### src/rtl/mem_arbiter.sv
// ---------------------------------------------------------------------------
// mem_arbiter
//   Lets the instruction-fetch port and the load/store (data) port of the core
//   share one single-port synchronous SRAM. Only one transaction is in flight
//   at a time. Each transaction goes IDLE/RESP -> ISSUE -> WAIT -> RESP.
//   The data port has priority, but a starvation counter forces a fetch grant
//   after STARVE_MAX consecutive arbitrations that the fetch port lost.
//
// Parameters
//   ADDR_W      byte-address width of both requester ports and mem_addr
//   DATA_W      data width; byte strobes are DATA_W/8 wide
//   MEM_LAT     cycles from mem_en to valid mem_rdata (>= 1)
//   STARVE_MAX  fetch losses tolerated before fetch is forced to win (>= 1)
//
// Ports
//   clk, rst                     rising-edge clock, synchronous active-high reset
//   if_req_valid/ready/addr      fetch read request handshake
//   if_rsp_valid/rdata           one-cycle fetch response pulse + held read data
//   d_req_valid/ready/we/addr/wdata/wstrb
//                                data read/write request handshake
//   d_rsp_valid/rdata            one-cycle data response pulse (rdata 0 on writes)
//   mem_en/we/addr/wdata/wstrb   SRAM access strobe and fields (0 outside ISSUE)
//   mem_rdata                    SRAM read data, valid MEM_LAT cycles after mem_en
// ---------------------------------------------------------------------------
module mem_arbiter #(
  parameter int ADDR_W     = 32,
  parameter int DATA_W     = 32,
  parameter int MEM_LAT    = 1,
  parameter int STARVE_MAX = 4
) (
  input  logic                  clk,
  input  logic                  rst,
  input  logic                  if_req_valid,
  output logic                  if_req_ready,
  input  logic [ADDR_W-1:0]     if_req_addr,
  output logic                  if_rsp_valid,
  output logic [DATA_W-1:0]     if_rsp_rdata,
  input  logic                  d_req_valid,
  output logic                  d_req_ready,
  input  logic                  d_req_we,
  input  logic [ADDR_W-1:0]     d_req_addr,
  input  logic [DATA_W-1:0]     d_req_wdata,
  input  logic [DATA_W/8-1:0]   d_req_wstrb,
  output logic                  d_rsp_valid,
  output logic [DATA_W-1:0]     d_rsp_rdata,
  output logic                  mem_en,
  output logic                  mem_we,
  output logic [ADDR_W-1:0]     mem_addr,
  output logic [DATA_W-1:0]     mem_wdata,
  output logic [DATA_W/8-1:0]   mem_wstrb,
  input  logic [DATA_W-1:0]     mem_rdata
);

  localparam int STRB_W = DATA_W / 8;
  localparam int WCNT_W = (MEM_LAT > 1) ? $clog2(MEM_LAT) : 1;
  localparam int SCNT_W = $clog2(STARVE_MAX + 1);

  typedef enum logic [1:0] {
    IDLE,
    ISSUE,
    WAIT,
    RESP
  } state_t;

  state_t              state;
  state_t              state_next;
  logic [WCNT_W-1:0]   wait_cnt;
  logic [SCNT_W-1:0]   starve_cnt;

  logic                lat_owner_d;
  logic                lat_we;
  logic [ADDR_W-1:0]   lat_addr;
  logic [DATA_W-1:0]   lat_wdata;
  logic [STRB_W-1:0]   lat_wstrb;

  logic [DATA_W-1:0]   if_rdata_q;
  logic [DATA_W-1:0]   d_rdata_q;

  logic                arb_en;
  logic                fetch_forced;
  logic                grant_d;
  logic                grant_if;
  logic                wait_last;

  // Arbitration is open in IDLE and in RESP so a new request can be accepted
  // in the same cycle the previous response is presented. Data wins unless
  // the fetch port has been starved STARVE_MAX times in a row.
  always_comb begin
    arb_en       = !rst && ((state == IDLE) || (state == RESP));
    fetch_forced = (starve_cnt == SCNT_W'(STARVE_MAX));
    grant_d      = arb_en && d_req_valid && !(if_req_valid && fetch_forced);
    grant_if     = arb_en && if_req_valid && !grant_d;
    wait_last    = (wait_cnt == WCNT_W'(MEM_LAT - 1));
  end

  // Next-state logic for the single-transaction pipeline.
  always_comb begin
    state_next = state;
    case (state)
      IDLE:    if (grant_d || grant_if) state_next = ISSUE;
      ISSUE:   state_next = WAIT;
      WAIT:    if (wait_last) state_next = RESP;
      RESP:    state_next = (grant_d || grant_if) ? ISSUE : IDLE;
      default: state_next = IDLE;
    endcase
  end

  // Outputs decoded from the registered state and the latched request.
  // The SRAM bus is forced to zero outside ISSUE so the memory never sees
  // stale fields.
  always_comb begin
    if_req_ready = grant_if;
    d_req_ready  = grant_d;
    mem_en       = (state == ISSUE);
    mem_we       = 1'b0;
    mem_addr     = '0;
    mem_wdata    = '0;
    mem_wstrb    = '0;
    if (mem_en) begin
      mem_we    = lat_we;
      mem_addr  = lat_addr;
      mem_wdata = lat_wdata;
      mem_wstrb = lat_wstrb;
    end
    if_rsp_valid = (state == RESP) && !lat_owner_d;
    d_rsp_valid  = (state == RESP) && lat_owner_d;
    if_rsp_rdata = if_rdata_q;
    d_rsp_rdata  = d_rdata_q;
  end

  // State register; reset abandons any transaction in flight.
  always_ff @(posedge clk) begin
    if (rst) state <= IDLE;
    else     state <= state_next;
  end

  // Counts the MEM_LAT cycles spent in WAIT.
  always_ff @(posedge clk) begin
    if (rst)                 wait_cnt <= '0;
    else if (state != WAIT)  wait_cnt <= '0;
    else if (wait_last)      wait_cnt <= '0;
    else                     wait_cnt <= wait_cnt + 1'b1;
  end

  // Starvation counter: bumps on every arbitration the fetch port loses,
  // clears as soon as fetch is granted.
  always_ff @(posedge clk) begin
    if (rst) begin
      starve_cnt <= '0;
    end else if (grant_if) begin
      starve_cnt <= '0;
    end else if (grant_d && if_req_valid && !fetch_forced) begin
      starve_cnt <= starve_cnt + 1'b1;
    end
  end

  // Request latch. Read requests store zero write data and strobes so the
  // ISSUE cycle can simply replay the latch onto the SRAM bus.
  always_ff @(posedge clk) begin
    if (rst) begin
      lat_owner_d <= 1'b0;
      lat_we      <= 1'b0;
      lat_addr    <= '0;
      lat_wdata   <= '0;
      lat_wstrb   <= '0;
    end else if (grant_d) begin
      lat_owner_d <= 1'b1;
      lat_we      <= d_req_we;
      lat_addr    <= d_req_addr;
      lat_wdata   <= d_req_we ? d_req_wdata : '0;
      lat_wstrb   <= d_req_we ? d_req_wstrb : '0;
    end else if (grant_if) begin
      lat_owner_d <= 1'b0;
      lat_we      <= 1'b0;
      lat_addr    <= if_req_addr;
      lat_wdata   <= '0;
      lat_wstrb   <= '0;
    end
  end

  // Response data capture on the last WAIT cycle. Each port keeps its own
  // register so its rdata holds between pulses; write acks return zero.
  always_ff @(posedge clk) begin
    if (rst) begin
      if_rdata_q <= '0;
      d_rdata_q  <= '0;
    end else if ((state == WAIT) && wait_last) begin
      if (lat_owner_d) d_rdata_q  <= lat_we ? '0 : mem_rdata;
      else             if_rdata_q <= mem_rdata;
    end
  end

endmodule

### config.mk
export PLATFORM = sky130hd
export DESIGN_NAME = mem_arbiter
export DESIGN_NICKNAME = d
export VERILOG_FILES = /design/src/rtl/mem_arbiter.sv
export SDC_FILE = /design/constraint.sdc
export NUM_CORES = 1
export LEC_CHECK = 0
export CORE_MARGIN = 5
export CORE_UTILIZATION = 38
export CTS_CLUSTER_DIAMETER = 150
export DETAILED_ROUTE_END_ITERATION = 12
export PLACE_DENSITY = 0.78
export SYNTH_ARGS = -nofsm -noshare
export SYNTH_HDL_FRONTEND = slang
export SYNTH_SLANG_ARGS = --single-unit
export TNS_END_PERCENT = 20
### constraint.sdc
create_clock -name clk -period 1.8 [get_ports clk]
set_input_delay 0.27 -clock clk [delete_from_list [all_inputs] [get_ports clk]]
set_output_delay 0.27 -clock clk [all_outputs]
set_load 0.01 [all_outputs]
==> results of run 1 <==
[metrics by stage]
stage	util [%]	total power [W]	worst slack [ns]	hold slack (ns)	cells
2_1_floorplan	-	0.00498	0.00941	0.396	682
3_3_place_gp	59.1	0.00613	-0.173	0.441	1137
3_5_place_dp	59.1	0.00617	-0.183	0.446	1137
4_1_cts	61.9	0.00983	-0.166	0.389	1172
5_1_grt	63.6	0.0104	-0.198	0.401	1177
6_report	63.6	0.00994	-0.144	0.406	1177
[what timing repair did]
action / CTS / global route
hold buffers: 0 / 0
gates resized for setup: 307 / 72
setup endpoints to repair: 106 / 123
pin swaps: 6 / 31
setup buffers: 1 / 5
gates cloned: 2 / 1
[registers in the layout (all words and copies together), names as in the netlist]
| register | cells |
|---|---|
| lat_wdata | 32 |
| lat_owner_d | 1 |
| if_rsp_rdata | 32 |
| d_rsp_rdata | 32 |
| lat_wstrb | 4 |
| starve_cnt | 3 |
| state | 2 |
| lat_we | 1 |
| lat_addr | 32 |
| wait_cnt | 1 |
[cell families (layout without fill, tap and decap cells)]
family	count (synthesis)	count (layout)	synth area share (%)
AND/OR/NAND/NOR	286	286	24.5
AO/OA/AOI/OAI	181	181	21.5
flip-flops	140	140	47.0
buffers and inverters	67	351	5.51
adder cells (fa/ha/maj)	7	7	1.47
other	1	1	0.0628
[routing by layer]
metal  vias to the layer above  global-route usage (%)  share of wire (%)
met5                         -                       0                  0
met4                         0                    6.22                1.6
met3                        21                    8.02                9.4
met2                       203                    34.5                 49
met1                      2776                    23.1                 40
li1                       2891                       -                  -
[cells in the final DEF (no fill, tap or decap), drive strengths merged, types with 2 or more instances in the layout]
| cell type | netlist | routed |
|---|---|---|
| nor2 | 67 | 67 |
| bufinv | 0 | 2 |
| clkbuf | 31 | 27 |
| and2 | 71 | 71 |
| nand4 | 2 | 2 |
| inv | 6 | 6 |
| a32o | 36 | 36 |
| clkdlybuf4s50 | 0 | 199 |
| a21oi | 104 | 104 |
| dfxtp | 140 | 140 |
| o21ai | 4 | 4 |
| o21a | 2 | 2 |
| nor3b | 35 | 35 |
| nand3 | 3 | 3 |
| buf | 30 | 110 |
| nor2b | 3 | 3 |
| clkinv | 0 | 4 |
| nand2 | 99 | 99 |
| a211oi | 32 | 32 |
| clkinvlp | 0 | 3 |
| ha | 7 | 7 |
[synth_stat cells (5+ instances only)]
master,number,area (µm²)
dfxtp_1,140,2800
nand2_1,99,372
a32o_1,36,360
clkbuf_1,31,116
buf_2,21,105
a211oi_2,18,225
buf_6,5,56.3
a211oi_1,14,105
nor2_1,66,248
a21oi_1,104,521
nor3b_1,34,255
and2_1,71,444
ha_1,7,87.6
[power by group through the flow]
stage          clock network (W)  registers (W)  logic, W
6_report                 0.00353        0.00360   0.00281
5_1_grt                  0.00376        0.00363   0.00304
4_1_cts                  0.00360        0.00358   0.00265
3_5_place_dp                   0        0.00364   0.00253
3_3_place_gp                   0        0.00364   0.00249
2_1_floorplan                  0        0.00361   0.00137
[worst max path at each step]
stage | from | to | slack [ns]
finish | state[1] | mem_wdata[23] | -0.14
global route | state[1] | mem_wdata[0] | -0.20
CTS | state[1] | mem_wdata[20] | -0.17
detailed placement | if_req_valid | if_req_ready | -0.18
global placement | if_req_valid | if_req_ready | -0.17
floorplan | state[0] | if_req_ready | 0.009
[critical path: stages (launching register included)]
cell and delay (ns):
dfxtp_2 0.36, inv_4 0.05, buf_6 0.11, ha_4 0.19, buf_12 0.14, clkbuf_16 0.15, and2_4 0.14, buf_6 0.11
[layout make-up]
type	count	area [µm²]	area share, %
repair buffers	313	3060	31.4
well taps	211	264	2.71
flip-flops and latches	140	2810	28.8
clock inverters	9	110	1.13
clock buffers	23	498	5.11
multi-input cells	475	2980	30.6
inverters	6	27.5	0.283
==> impl_metrics.env, run 1 <==
export IMPL_post_route_drc_count=0
export IMPL_grtUsageTotal_pct=20.1
export IMPL_setup_tns_ns=-3.67
export IMPL_n_fill_cell=1320
export IMPL_status="finished with violations"
export IMPL_drive_gt1_share_pct=22.4
export IMPL_path_class="reg -> out"
export IMPL_grt_pass1_wl_mm=29.6
export IMPL_port_buffers=274
export IMPL_rr_startpoint="state[1]"
export IMPL_clkTransAtPathRegs_ns=0.06
export IMPL_yosysSeqAreaShare_pct=47.0
export IMPL_place_area_um2=9050
export IMPL_synth_edff_count=0
export IMPL_p_sw_share_pct=28.7
export IMPL_post_route_cell_area_um2=9740
export IMPL_initial_core_util_pct=39.0
export IMPL_avgRoutedWirePerCell_um=16.6
export IMPL_setup_violations_final=68
export IMPL_drt_pass1_iterations=4
export IMPL_cts_tree="yes"
export IMPL_num_io_pins=275
export IMPL_critPathLaunchType="flip-flop"
export IMPL_dp_hpwl_mm=13.2
export IMPL_gp_congestion=0.804
export IMPL_hold_path_depth=3
export IMPL_clk_latency_ns=0.41
export IMPL_syn2layout_area_growth_pct=63.2
export IMPL_setup_slack_ns=-0.144
export IMPL_crit_arrival_ns=1.67
export IMPL_grt_start_max_net_pins=106
export IMPL_cts_sinks=140
export IMPL_die_area_um2=18300
export IMPL_fin_nets=1097
export IMPL_cts_buffer_depth=2
export IMPL_ir_worst_vdd_mv=0.943
export IMPL_rsz0062_at_grt="yes"
export IMPL_netlist_area_um2=5970
export IMPL_core_area_um2=15300
export IMPL_via_count=5891
export IMPL_path_max_fanout=5
export IMPL_via_per_inst=5.01
export IMPL_regToRegSetupSlack_ns=0.11
export IMPL_powerDensity_nw_per_um2=1020
export IMPL_finalMaxSlewViolations=0
export IMPL_antenna_cells=0
export IMPL_cts_root_buf="clkbuf_16"
export IMPL_overflow=0
export IMPL_synth_cell_types=39
export IMPL_p_sw_w=0.00285
export IMPL_cts_htree_levels=4
export IMPL_internal_power_w=0.00709
export IMPL_hp_start="if_req_addr[4]"
export IMPL_pwr_share_clk_pct=35.6
export IMPL_drv_cap=0
export IMPL_finClkSkew_ns=0.00713
export IMPL_routed_wirelength_mm=19.6
export IMPL_pwr_share_seq_pct=36.2
export IMPL_crit_required_ns=1.53
export IMPL_rr_worst_depth=8
export IMPL_p_leak_nw=3.82
export IMPL_min_period_over_period_pct=108
export IMPL_hold_end="lat_addr[4]"
export IMPL_grt_antenna_before_repair=0
export IMPL_r2r_end="lat_addr[10]"
export IMPL_netlist_instances=682
export IMPL_ys_seq_elements=140
export IMPL_ant_nets=0
export IMPL_yosys_warnings=0
export IMPL_maxSlewHeadroom_pct=63.9
export IMPL_rows=45
export IMPL_avgSynthCellArea_um2=8.75
export IMPL_die_y_um=135
export IMPL_tightest_slew_ns=0.541
export IMPL_min_path_type="in -> reg"
export IMPL_synth_ff_type="dfxtp_1"
export IMPL_end_kind="primary output"
export IMPL_synth_nets=826
export IMPL_drt_iter0_drc=261
export IMPL_die_w_um=135
export IMPL_async_reset_ff_share_pct=0
export IMPL_cts_made_buffers=17
export IMPL_grt_pass1_vias=5714
export IMPL_max_freq_mhz=514
export IMPL_violations="negative setup slack"
export IMPL_fin_crit_ns=1.94
export IMPL_timing_final_hold_violations=0
export IMPL_power_share_combinational_pct=28.3
Power figures use the tool's default switching activity.
==> inputs of run 2 (changes only) <==
- TNS_END_PERCENT: 20 -> 100
==> impl_metrics.env, run 2 (synthesis results as in run 1) <==
export IMPL_grtUsageTotal_pct=20.2
export IMPL_maxSlewHeadroom_pct=64.3
export IMPL_avgRoutedWirePerCell_um=16.6
export IMPL_cts_root_buf="clkbuf_16"
export IMPL_crit_slowest_cell="dfxtp_2"
export IMPL_end_kind="primary output"
export IMPL_antenna_cells=0
export IMPL_via_per_inst=5.03
export IMPL_crit_required_ns=1.53
export IMPL_path_max_fanout=8
export IMPL_path_class="reg -> out"
export IMPL_post_route_drc_count=0
export IMPL_grt_antenna_before_repair=0
export IMPL_status="finished with violations"
export IMPL_setup_violations_final=59
export IMPL_cts_made_buffers=17
export IMPL_holdWs_ns=0.407
export IMPL_dp_hpwl_mm=13.2
export IMPL_powerDensity_nw_per_um2=1020
export IMPL_fin_util_pct=64.2
export IMPL_critPathLaunchType="flip-flop"
export IMPL_fin_cells=1181
export IMPL_initial_core_util_pct=39.0
export IMPL_die_w_um=135
export IMPL_cpPeakStageDelay_ns=0.35
export IMPL_ir_worst_vdd_mv=0.890
export IMPL_setup_tns_ns=-3.62
export IMPL_crit_arrival_ns=1.66
export IMPL_crit_chain="inv_4 > buf_6 > ha_4 > buf_12 > buf_12 > and2_4 > buf_6"
export IMPL_max_freq_mhz=518
export IMPL_violations="negative setup slack"
export IMPL_timing_final_hold_violations=0
export IMPL_routed_wirelength_mm=19.7
export IMPL_grt_start_max_net_pins=106
export IMPL_grt_pass1_wl_mm=29.8
export IMPL_rows=45
export IMPL_ant_nets=0
export IMPL_drv_cap=0
export IMPL_dpl_cell_count=1137
export IMPL_port_buffers=274
export IMPL_cts_sinks=140
export IMPL_post_route_cell_area_um2=9840
export IMPL_clk_latency_ns=0.41
export IMPL_rsz0062_at_grt="yes"
export IMPL_syn2layout_area_growth_pct=64.8
export IMPL_fin_crit_ns=1.93
export IMPL_tightest_slew_ns=0.536
export IMPL_min_period_over_period_pct=107
export IMPL_cts_tree="yes"
export IMPL_drt_pass1_iterations=4
export IMPL_setup_slack_ns=-0.132
export IMPL_final_cell_mix="clkdlybuf4s50_1 (199), dfxtp_1 (138), a21oi_1 (104), nand2_1 (99), nor2_1 (66)"
export IMPL_min_path_type="in -> reg"
export IMPL_finalMaxSlewViolations=0
export IMPL_finClkSkew_ns=0.00634
export IMPL_grt_pass1_vias=5720
export IMPL_clkTransAtPathRegs_ns=0.06
export IMPL_gp_congestion=0.804
export IMPL_die_area_um2=18300
export IMPL_core_area_um2=15300
export IMPL_die_y_um=135
export IMPL_cts_htree_levels=4
export IMPL_drt_iter0_drc=268
export IMPL_overflow=0
export IMPL_num_io_pins=275
export IMPL_place_area_um2=9050
export IMPL_fin_nets=1101
export IMPL_final_common_cell="clkdlybuf4s50_1"
export IMPL_p_leak_nw=3.86
export IMPL_drive_gt1_share_pct=22.8
export IMPL_via_count=5935
export IMPL_cts_buffer_depth=2
[run 2: changes by cell type in the layout (fill, tap and decap cells not counted)]
cell       change
and2_1         -1
and2_4         +1
buf_12         +1
buf_2          -3
buf_4          -1
buf_6          +5
buf_8          +1
clkbuf_16      +1
[run 2: final cells by class]
class	instances	area, µm²
clock buffers	23	498
multi-input cells	475	2980
repair buffers	317	3160
fillers	1303	5480
inverters	6	27.5
clock inverters	9	110
flip-flops and latches	140	2810
well taps	211	264
[run 2: metal layers]
layer  part of all wire [%]  wire, µm  up-vias  global-route usage, %
met5                      0         0        -                      0
met4                    1.9       367        0                   6.22
met3                    9.7      1910       28                   8.02
li1                       -         -     2898                      -
met2                     49      9640      226                   34.6
met1                     39      7730     2783                   23.3
[run 2: critical path, delay by kind of cell (launching register included)]
kind / cells / cell delay (ns)
buffers and inverters: 5 / 0.54
DFF: 1 / 0.35
adders and majority gates: 1 / 0.19
and+or+nand+nor: 1 / 0.15
[run 2: power by group]
part | internal [W] | switching (W) | leakage (nW) | total, W
clock network | 0.00222 | 0.00130 | 0.291 | 0.00353
logic | 0.00152 | 0.00138 | 2.43 | 0.00291
registers | 0.00342 | 0.000177 | 1.14 | 0.00360
[run 2: worst paths after layout]
check	from	endpoint	slack [ns]	depth (start not counted)
max	state[1]	mem_wdata[28]	-0.13	7
min	if_req_addr[4]	lat_addr[4]	0.41	3
max reg2reg	state[0]	if_rsp_rdata[18]	0.11	8
min reg2reg	if_rsp_rdata[26]	if_rsp_rdata[26]	0.45	2
[run 2: through the flow]
stage / setup slack, ns / total power, W
2_1_floorplan: 0.00941 / 0.00498
3_3_place_gp: -0.173 / 0.00613
3_5_place_dp: -0.183 / 0.00617
4_1_cts: -0.163 / 0.00993
5_1_grt: -0.189 / 0.0105
6_report: -0.132 / 0.0100
[run 2: repair_timing]
action,4_1_cts,5_1_grt
pin swaps,7,26
cloned,2,2
setup buffers,5,4
hold buffers,0,0
gates resized for setup,322,67
endpoints found under the hold margin,0,0
setup endpoints to repair,106,105
==> inputs of run 3 (changes only) <==
- TNS_END_PERCENT: 100 -> not set
==> results of run 3 <==
The final DEF is identical to that of run 2; final timing and power are the same.
